`src/rtl/hit_judge_if.sv`:
```
// rtl/hit_judge_if.sv - player/note/score bundle between the game fabric and hit_judge
//
// Signals:
//   clear        synchronous game restart
//   note_valid   1-cycle pulse, note reaches target line
//   note_lanes   lane mask of that note (L,D,U,R)
//   btn          synchronised button levels
//   score_out    running score
//   combo        consecutive-hit count
//   mult         current multiplier
//   judge_valid  1-cycle pulse, note graded
//   judge_grade  00 none, 01 PERFECT, 10 GOOD, 11 MISS
//   note_drop    1-cycle pulse, note discarded while busy
// Modports: master drives the inputs of hit_judge, slave is hit_judge itself.
interface hit_judge_if;
    logic        clear;
    logic        note_valid;
    logic [3:0]  note_lanes;
    logic [3:0]  btn;
    logic [31:0] score_out;
    logic [15:0] combo;
    logic [2:0]  mult;
    logic        judge_valid;
    logic [1:0]  judge_grade;
    logic        note_drop;

    modport master (
        output clear, note_valid, note_lanes, btn,
        input  score_out, combo, mult, judge_valid, judge_grade, note_drop
    );

    modport slave (
        input  clear, note_valid, note_lanes, btn,
        output score_out, combo, mult, judge_valid, judge_grade, note_drop
    );
endinterface

```
`src/rtl/hit_judge.sv`:
```
// rtl/hit_judge.sv - grades button presses against arriving notes, keeps combo/multiplier/score
//
// Ports:
//   clk    system clock
//   reset  asynchronous active-low reset
//   bus    hit_judge_if.slave: clear, note_valid, note_lanes, btn in;
//          score_out, combo, mult, judge_valid, judge_grade, note_drop out
module hit_judge #(
    parameter int unsigned WINDOW      = 16,
    parameter int unsigned PERFECT_WIN = 4,
    parameter int unsigned PERFECT_PTS = 100,
    parameter int unsigned GOOD_PTS    = 50,
    parameter int unsigned COMBO_STEP  = 10,
    parameter int unsigned MAX_MULT    = 4
) (
    input logic        clk,
    input logic        reset,
    hit_judge_if.slave bus
);
    localparam int TW = $clog2(WINDOW);
    localparam int SW = $clog2(COMBO_STEP + 1);

    localparam logic [1:0] S_IDLE  = 2'd0;
    localparam logic [1:0] S_OPEN  = 2'd1;
    localparam logic [1:0] S_JUDGE = 2'd2;

    localparam logic [1:0] G_NONE    = 2'b00;
    localparam logic [1:0] G_PERFECT = 2'b01;
    localparam logic [1:0] G_GOOD    = 2'b10;
    localparam logic [1:0] G_MISS    = 2'b11;

    logic [1:0]    state_q, state_d;
    logic [3:0]    lanes_q, lanes_d;
    logic [3:0]    acc_q, acc_d;
    logic [TW-1:0] timer_q, timer_d;
    logic [1:0]    grade_q, grade_d;
    logic [3:0]    btn_q, btn_d;
    logic [31:0]   score_q, score_d;
    logic [15:0]   combo_q, combo_d;
    logic [2:0]    mult_q, mult_d;
    logic [SW-1:0] step_q, step_d;
    logic          judge_valid_q, judge_valid_d;
    logic [1:0]    judge_grade_q, judge_grade_d;
    logic          note_drop_q, note_drop_d;

    logic [3:0]    press_rise;
    logic [3:0]    acc_next;
    logic [31:0]   pts;
    logic [34:0]   product;
    logic [35:0]   sum;
    logic [SW-1:0] step_inc;

    always_comb begin
        press_rise = bus.btn & ~btn_q;
        // Chord presses accumulate across the window; a chord is complete
        // once every latched lane has seen a rising edge.
        acc_next   = acc_q | press_rise;
        pts        = (grade_q == G_PERFECT) ? PERFECT_PTS : GOOD_PTS;
        // Product is at most 32+3 bits; the extra sum bits detect overflow.
        product    = 35'(pts) * 35'(mult_q);
        sum        = 36'(score_q) + 36'(product);
        step_inc   = step_q + SW'(1);

        state_d       = state_q;
        lanes_d       = lanes_q;
        acc_d         = acc_q;
        timer_d       = timer_q;
        grade_d       = grade_q;
        btn_d         = bus.btn;
        score_d       = score_q;
        combo_d       = combo_q;
        mult_d        = mult_q;
        step_d        = step_q;
        judge_valid_d = 1'b0;
        judge_grade_d = judge_grade_q;
        note_drop_d   = bus.note_valid && (state_q != S_IDLE);

        case (state_q)
            S_IDLE: begin
                // Presses during the arrival cycle are ignored; only lanes latch.
                if (bus.note_valid && (bus.note_lanes != 4'd0)) begin
                    lanes_d = bus.note_lanes;
                    acc_d   = 4'd0;
                    timer_d = '0;
                    state_d = S_OPEN;
                end
            end
            S_OPEN: begin
                timer_d = timer_q + TW'(1);
                if ((press_rise != 4'd0) && ((press_rise & ~lanes_q) != 4'd0)) begin
                    grade_d = G_MISS;
                    state_d = S_JUDGE;
                end else if ((press_rise != 4'd0) && ((acc_next & lanes_q) == lanes_q)) begin
                    grade_d = (timer_q < TW'(PERFECT_WIN)) ? G_PERFECT : G_GOOD;
                    state_d = S_JUDGE;
                end else begin
                    acc_d = acc_next;
                    if (timer_q == TW'(WINDOW - 1)) begin
                        grade_d = G_MISS;
                        state_d = S_JUDGE;
                    end
                end
            end
            S_JUDGE: begin
                state_d       = S_IDLE;
                judge_valid_d = 1'b1;
                judge_grade_d = grade_q;
                if (grade_q == G_MISS) begin
                    combo_d = 16'd0;
                    step_d  = '0;
                    mult_d  = 3'd1;
                end else begin
                    // Score uses the multiplier in force before this hit.
                    score_d = (|sum[35:32]) ? 32'hFFFF_FFFF : sum[31:0];
                    combo_d = (combo_q == 16'hFFFF) ? combo_q : combo_q + 16'd1;
                    if (step_inc == SW'(COMBO_STEP)) begin
                        step_d = '0;
                        if (mult_q < 3'(MAX_MULT)) begin
                            mult_d = mult_q + 3'd1;
                        end
                    end else begin
                        step_d = step_inc;
                    end
                end
            end
            default: state_d = S_IDLE;
        endcase

        // A restart overrides every event in the same cycle.
        if (bus.clear) begin
            state_d       = S_IDLE;
            lanes_d       = 4'd0;
            acc_d         = 4'd0;
            timer_d       = '0;
            grade_d       = G_NONE;
            btn_d         = 4'd0;
            score_d       = 32'd0;
            combo_d       = 16'd0;
            mult_d        = 3'd1;
            step_d        = '0;
            judge_valid_d = 1'b0;
            judge_grade_d = G_NONE;
            note_drop_d   = 1'b0;
        end
    end

    always_ff @(posedge clk or negedge reset) begin
        if (!reset) begin
            state_q       <= S_IDLE;
            lanes_q       <= 4'd0;
            acc_q         <= 4'd0;
            timer_q       <= '0;
            grade_q       <= G_NONE;
            btn_q         <= 4'd0;
            score_q       <= 32'd0;
            combo_q       <= 16'd0;
            mult_q        <= 3'd1;
            step_q        <= '0;
            judge_valid_q <= 1'b0;
            judge_grade_q <= G_NONE;
            note_drop_q   <= 1'b0;
        end else begin
            state_q       <= state_d;
            lanes_q       <= lanes_d;
            acc_q         <= acc_d;
            timer_q       <= timer_d;
            grade_q       <= grade_d;
            btn_q         <= btn_d;
            score_q       <= score_d;
            combo_q       <= combo_d;
            mult_q        <= mult_d;
            step_q        <= step_d;
            judge_valid_q <= judge_valid_d;
            judge_grade_q <= judge_grade_d;
            note_drop_q   <= note_drop_d;
        end
    end

    assign bus.score_out   = score_q;
    assign bus.combo       = combo_q;
    assign bus.mult        = mult_q;
    assign bus.judge_valid = judge_valid_q;
    assign bus.judge_grade = judge_grade_q;
    assign bus.note_drop   = note_drop_q;
endmodule

```
`src/flat_wrapper.sv`:
```
// flat-port wrapper written by rule: the top's interface ports become plain ports
module hit_judge_flat 
#(
    parameter int unsigned WINDOW      = 16,
    parameter int unsigned PERFECT_WIN = 4,
    parameter int unsigned PERFECT_PTS = 100,
    parameter int unsigned GOOD_PTS    = 50,
    parameter int unsigned COMBO_STEP  = 10,
    parameter int unsigned MAX_MULT    = 4
)
  (clk, reset, bus_clear, bus_note_valid, bus_note_lanes, bus_btn, bus_score_out, bus_combo, bus_mult, bus_judge_valid, bus_judge_grade, bus_note_drop);
  hit_judge_if bus_i ();
  input logic clk;
  input logic reset;
  input wire logic [$bits(bus_i.clear)-1:0] bus_clear;
  input wire logic [$bits(bus_i.note_valid)-1:0] bus_note_valid;
  input wire logic [$bits(bus_i.note_lanes)-1:0] bus_note_lanes;
  input wire logic [$bits(bus_i.btn)-1:0] bus_btn;
  output wire logic [$bits(bus_i.score_out)-1:0] bus_score_out;
  output wire logic [$bits(bus_i.combo)-1:0] bus_combo;
  output wire logic [$bits(bus_i.mult)-1:0] bus_mult;
  output wire logic [$bits(bus_i.judge_valid)-1:0] bus_judge_valid;
  output wire logic [$bits(bus_i.judge_grade)-1:0] bus_judge_grade;
  output wire logic [$bits(bus_i.note_drop)-1:0] bus_note_drop;
  assign bus_i.clear = bus_clear;
  assign bus_i.note_valid = bus_note_valid;
  assign bus_i.note_lanes = bus_note_lanes;
  assign bus_i.btn = bus_btn;
  assign bus_score_out = bus_i.score_out;
  assign bus_combo = bus_i.combo;
  assign bus_mult = bus_i.mult;
  assign bus_judge_valid = bus_i.judge_valid;
  assign bus_judge_grade = bus_i.judge_grade;
  assign bus_note_drop = bus_i.note_drop;
  hit_judge #(.WINDOW(WINDOW), .PERFECT_WIN(PERFECT_WIN), .PERFECT_PTS(PERFECT_PTS), .GOOD_PTS(GOOD_PTS), .COMBO_STEP(COMBO_STEP), .MAX_MULT(MAX_MULT)) u_core (.clk(clk), .reset(reset), .bus(bus_i));
endmodule
```
`config.mk`:
```
export PLATFORM = sky130hd
export DESIGN_NAME = hit_judge_flat
export DESIGN_NICKNAME = d
export VERILOG_FILES = /design/src/rtl/hit_judge_if.sv /design/src/rtl/hit_judge.sv /design/src/flat_wrapper.sv
export SDC_FILE = /design/constraint.sdc
export NUM_CORES = 1
export LEC_CHECK = 0
export ABC_AREA = 1
export BUFFER_PORTS_ARGS = -buffer_cell sky130_fd_sc_hd__buf_4
export CELL_PAD_IN_SITES_DETAIL_PLACEMENT = 0
export CELL_PAD_IN_SITES_GLOBAL_PLACEMENT = 1
export CORE_UTILIZATION = 38
export DETAILED_ROUTE_END_ITERATION = 10
export GPL_TIMING_DRIVEN = 0
export HOLD_SLACK_MARGIN = 0.15
export PLACE_DENSITY = 0.85
export SLEW_MARGIN = 40
export SYNTH_ARGS = -nofsm -noshare
export SYNTH_HDL_FRONTEND = slang
export SYNTH_SLANG_ARGS = --single-unit
```
`constraint.sdc`:
```
create_clock -name clk -period 3.1 [get_ports clk]
set_input_delay 0.155 -clock clk [delete_from_list [all_inputs] [get_ports clk]]
set_output_delay 0.155 -clock clk [all_outputs]
set_load 0.005 [all_outputs]
```
# ---- Word level (Yosys, flattened, before mapping)
# Index checks and enable logic that the tools add are counted.
dict set report totals {
  elab_cells 113
  reg_bits 79
  in_bits 12
}
dict set report classes {
  n_mux 46
  magnitude_cmp 2
  bitwise_logic 6
  add_sub_neg 5
  n_mul 1
  reduce_logical 26
  eq_ne 14
}
# op count
set op_table {}
lappend op_table {{32-bit two-way mux} 4}
lappend op_table {{16-bit two-way mux} 4}
lappend op_table {{4-bit two-way mux} 13}
lappend op_table {{32-bit by 35-bit adder with 36-bit output} 1}
lappend op_table {{32-bit by 3-bit multiplier with 35-bit output} 1}
lappend op_table {{2-bit two-way mux} 13}
lappend op_table {{16-bit by 1-bit adder with 16-bit output, second input constant} 1}
lappend op_table {{16-bit == test, second input constant} 1}
lappend op_table {{4-bit one-hot mux with 2 select lines} 2}
lappend op_table {{4-bit nonzero test} 4}
lappend op_table {{3-bit two-way mux} 5}
lappend op_table {{4-bit AND} 3}
lappend op_table {{2-bit AND reduction} 6}
lappend op_table {{2-bit nonzero test} 5}
lappend op_table {{3-bit nonzero test} 3}
lappend op_table {{4-bit by 1-bit adder with 4-bit output, second input constant} 2}
lappend op_table {{4-bit == test, second input constant} 2}
lappend op_table {{4-bit inverter} 2}
lappend op_table {{7-bit two-way mux} 1}
lappend op_table {{3-bit by 2-bit inequality test with 1-bit output, second input constant} 2}
lappend op_table {{3-bit inequality test, second input constant} 2}
lappend op_table {{5-bit by 2-bit inequality test with 1-bit output, second input constant} 1}
lappend op_table {{2-bit by 1-bit == test with 1-bit output, second input constant} 2}
lappend op_table {{2-bit == test, second input constant} 2}
lappend op_table {{other kinds (13)} 18}

# ---- Depth between registers and ports, before layout
dict set report logic_depth {
  ltp_word 10
  depth_mapped 20
}

# ---- Least setup slack after synthesis
# Ideal clock, no wire load.
dict set report synth_path {
  path_type {flip-flop to flip-flop}
  start {register u_core.grade_q[1]}
  end {register u_core.score_q[3] (netlist: u_core.bus.score_out[3])}
  period_less_slack_ns 3.097
  setup_slack_ns 0.003
  stages_incl_launch_ff 17
  arrival_ns 2.959
  cell_sequence {dfrtp_1 > nor2_1 > inv_1 > nand2_1 > fa_1 > fa_1 > inv_1 > ha_1 > nand2_1 > inv_1 > nand2_1 > nand3_1 > nand2_1 > nand2_2 > nand3_2 > buf_2 > o221ai_1}
}
dict set report synth_via {
  elab_chain_len 9
  elab_cells_between_ends 12
  classes_between {add/sub: 1; mul: 1; eq/ne: 3; mux: 5; reduce/logical: 2}
}
# item line_no
set synth_lines {}
lappend synth_lines {{from (decl)} hit_judge.sv:36} ;# logic [1:0] grade_q, grade_d;
lappend synth_lines {{from (signal assigned)} hit_judge.sv:167} ;# grade_q <= grade_d;
lappend synth_lines {{2-bit by 1-bit == test with 1-bit output} hit_judge.sv:58} ;# pts = (grade_q == G_PERFECT) ? PERFECT_PTS : GOOD_PTS;
lappend synth_lines {{7-bit two-way mux} hit_judge.sv:58}
lappend synth_lines {{32-bit by 3-bit multiplier with 35-bit output} hit_judge.sv:60} ;# product = 35'(pts) * 35'(mult_q);
lappend synth_lines {{32-bit by 35-bit adder with 36-bit output} hit_judge.sv:61} ;# sum = 36'(score_q) + 36'(product);
lappend synth_lines {{4-bit OR reduction} hit_judge.sv:114} ;# score_d = (|sum[35:32]) ? 32'hFFFF_FFFF : sum[31:0];
lappend synth_lines {{32-bit two-way mux} hit_judge.sv:114}
lappend synth_lines {{32-bit two-way mux} hit_judge.sv:108} ;# if (grade_q == G_MISS) begin
lappend synth_lines {{32-bit two-way mux} hit_judge.sv:78} ;# case (state_q)
lappend synth_lines {{32-bit two-way mux} hit_judge.sv:130} ;# if (bus.clear) begin
lappend synth_lines {{to (signal assigned)} hit_judge.sv:169} ;# score_q <= score_d;
lappend synth_lines {{to (decl)} hit_judge.sv:38} ;# logic [31:0] score_q, score_d;
# Parallel ways exist; a longest one is shown, timed or not. The select of a mux whose other input is x is not followed.
# A chain may end at the register's enable or synchronous reset.

# ---- Worst setup path after layout
dict set report layout_path {
  start {register u_core.grade_q[1]}
  end {register u_core.score_q[21] (netlist: u_core.bus.score_out[21])}
}
# The elaborated chain is that of the path after synthesis.

==> flow_summary.json <==
{
  "diodes": 0,
  "antenna_found_initial": 0,
  "netlist_area_um2": 5470,
  "crit_type": "register to register",
  "holdWs_ps": 390,
  "drt_pre_antenna_iters": 5,
  "fin_crit_sh_pct": 99.1,
  "power_mw": 3.07,
  "final_layout_size_suffix_gt1_share_pct": 19.3,
  "grt_pass1_wl_um": 23700,
  "gr-usage-met3_pct": 2.95,
  "crit_required_ps": 3390,
  "core-area_um2": 14000,
  "track_usage_pct": 20.6,
  "finalHoldViolCount": 0,
  "die_h_um": 122,
  "synth_cell_types": 46,
  "cts_tree": "built",
  "slowest_delay_ps": 530,
  "ys_warn_count": 0,
  "final_common_cell": "nand2_1",
  "fillers": 1414,
  "die_x_um": 122,
  "cts.sinks": 79,
  "htree_levels": 3,
  "avgRoutedWirePerCell_um": 13.8,
  "grt_max_degree": 80,
  "worstMarginPinSlew_ps": 665,
  "pin_count": 67,
  "grt.overflow.total": 0,
  "synth_seq_area_share_pct": 36.1,
  "ys.flop_type": "dfrtp_1",
  "drtAntennaViolNets": 0,
  "initial_core_util_pct": 39.1,
  "ys_ff_latch": 79,
  "dieArea_um2": 14900,
  "busiest_layer": "met2",
  "routed_via_density": 4.91,
  "slew_headroom_pct": 55.7,
  "clk_path_buf_depth": 2,
  "fin_nets": 927,
  "dp_hpwl_um": 10500,
  "p_leak_nw": 3.64,
  "rsz0062_at_grt": "true",
  "setup_violations": 0,
  "drt_wl_total_um": 14800,
  "io_buffers": 66,
  "grt_pass1_vias": 4780,
  "drcViolationCount": 0,
  "p_per_area_nw_per_um2": 437,
  "utilization_pct": 50.2,
  "gp_congestion": 0.835,
  "syn_inst": 788,
  "ir_drop_mv": 0.246,
  "slew_viol_final": 0,
  "use_met1_pct": 29.2,
  "path_cells": "nor2_4 -> inv_2 -> nand2_2 -> fa_1 -> fa_1 -> inv_2 -> ha_4 -> nand2_4 -> nor2_4 -> nand2_2 -> nand3_4 -> nand2_4 -> nand2_8 -> nand3_4 -> clkbuf_16 -> nand2_1 -> inv_1 -> nand2_1",
  "hold_path.class": "primary input to asynchronous set/reset pin",
  "critPathMaxFanout": 5,
  "critPathCaptureType": "register",
  "syn2layout_area_growth_pct": 28.4,
  "clk_pin_slew_ps": 70,
  "cts_made_buffers": 9,
  "layout_common_cells": "nand2_1 (227), inv_1 (126), nand3_1 (88), buf_4 (77), dfrtp_1 (77)",
  "period_needed_ps": 3070,
  "drt-initial-drc-count": 418,
  "core.rowCount": 43,
  "start_kind": "register",
  "synth_enable_flop_cells": 0,
  "status": "complete, no violations",
  "cts_root_buffer": "clkbuf_16",
  "worstPathArrival_ps": 3360,
  "async_flop_share_pct": 100,
  "postSynthAreaPerCell_um2": 6.95,
  "cpMaxStageDelayCell": "fa_1",
  "timing.fmax_mhz": 326,
  "timing.critical_path.buf_inv": 4,
  "skew_ps": 5.69,
  "met2_usage_pct": 32.0,
  "vias": 5277,
  "clk_latency_ps": 350,
  "drv_cap": 0,
  "cpLargestDelayFamily": "adder cells"
}
## report_power, final
group          internal, mW  switching (mW)
clock                 0.732           0.467
combinational         0.311           0.447
sequential             1.07          0.0419
## cell usage after synthesis (all sizes together) (6+ instances only)
cell | n | area [µm²]
o22ai | 6 | 43.8
nor3 | 13 | 76.3
nand4 | 15 | 93.8
o21ai | 26 | 153
ha | 17 | 213
xor2 | 7 | 61.3
dfrtp | 78 | 1950
inv | 138 | 523
nand3 | 97 | 508
fa | 8 | 160
nor2 | 77 | 302
buf | 9 | 72.6
a21oi | 17 | 88.8
nand2 | 248 | 962
nand3b | 7 | 52.6
## state kept, by name, summed over array words and instances (netlist names)
name                    count
u_core.bus.judge_grade      2
u_core.step_q               4
u_core.bus.judge_valid      1
u_core.lanes_q              4
u_core.btn_q                4
u_core.grade_q              2
u_core.bus.note_drop        1
u_core.acc_q                4
u_core.state_q              2
u_core.bus.score_out       32
u_core.bus.mult             3
u_core.timer_q              4
u_core.bus.combo           16
## final cells by class
class                   instances  area [µm²]  share of cell area (%)
clock inverters                 6        93.8                    1.34
well taps                     180         225                    3.21
plain buffers                  11         100                    1.42
flip-flops and latches         79        1980                    28.2
clock buffers                  10         239                    3.40
multi-input cells             562        3130                    44.5
inverters                     138         523                    7.44
repair buffers                 89         737                    10.5
## repair_timing
action,CTS,global route
pin swaps,3,14
endpoints found under the setup margin,32,32
gates resized for setup,14,41
gates cloned,0,2
setup buffers,6,4
endpoints found under the hold margin,88,0
hold buffers,11,0
## worst paths after layout
kind | startpoint | to | slack (ps) | depth (start not counted)
max | u_core.grade_q[1] | u_core.bus.score_out[21] | 30 | 18
min | reset | u_core.bus.score_out[7] | 390 | 2
max reg2reg | u_core.grade_q[1] | u_core.bus.score_out[21] | 30 | 18
min reg2reg | u_core.bus.score_out[0] | u_core.bus.score_out[0] | 490 | 2
max in group asynchronous | reset | u_core.bus.combo[2] | 2210 | 2
min in group clk | u_core.bus.score_out[0] | u_core.bus.score_out[0] | 490 | 2
## stage by stage
step                      setup TNS, ps  setup slack [ps]  std cells  cell area (µm²)
after global placement           -13080              -545       1036             6200
final                                 0              28.2       1075             7030
after global routing              -1170             -90.3       1075             7030
after detailed placement         -14510              -590       1036             6210
after floorplan                       0              2.76        790             5480
after CTS                             0              1.20       1069             6750
## cell families after synthesis
group | Yosys count | synth area share (%)
simple gates | 462 | 37.0
other cells | 1 | 0.0685
buf+inv | 149 | 11.0
fa+ha+maj | 25 | 6.81
compound gates | 64 | 7.68
flops | 79 | 36.1
xor+xnor | 8 | 1.28
## metal layers
metal	vias up	share of wire [%]
met2	90	46
met1	2463	49
met4	0	1.3
met3	15	3.5
met5	-	0
li1	2709	-
Note: power is estimated with default switching activity, not from simulation.
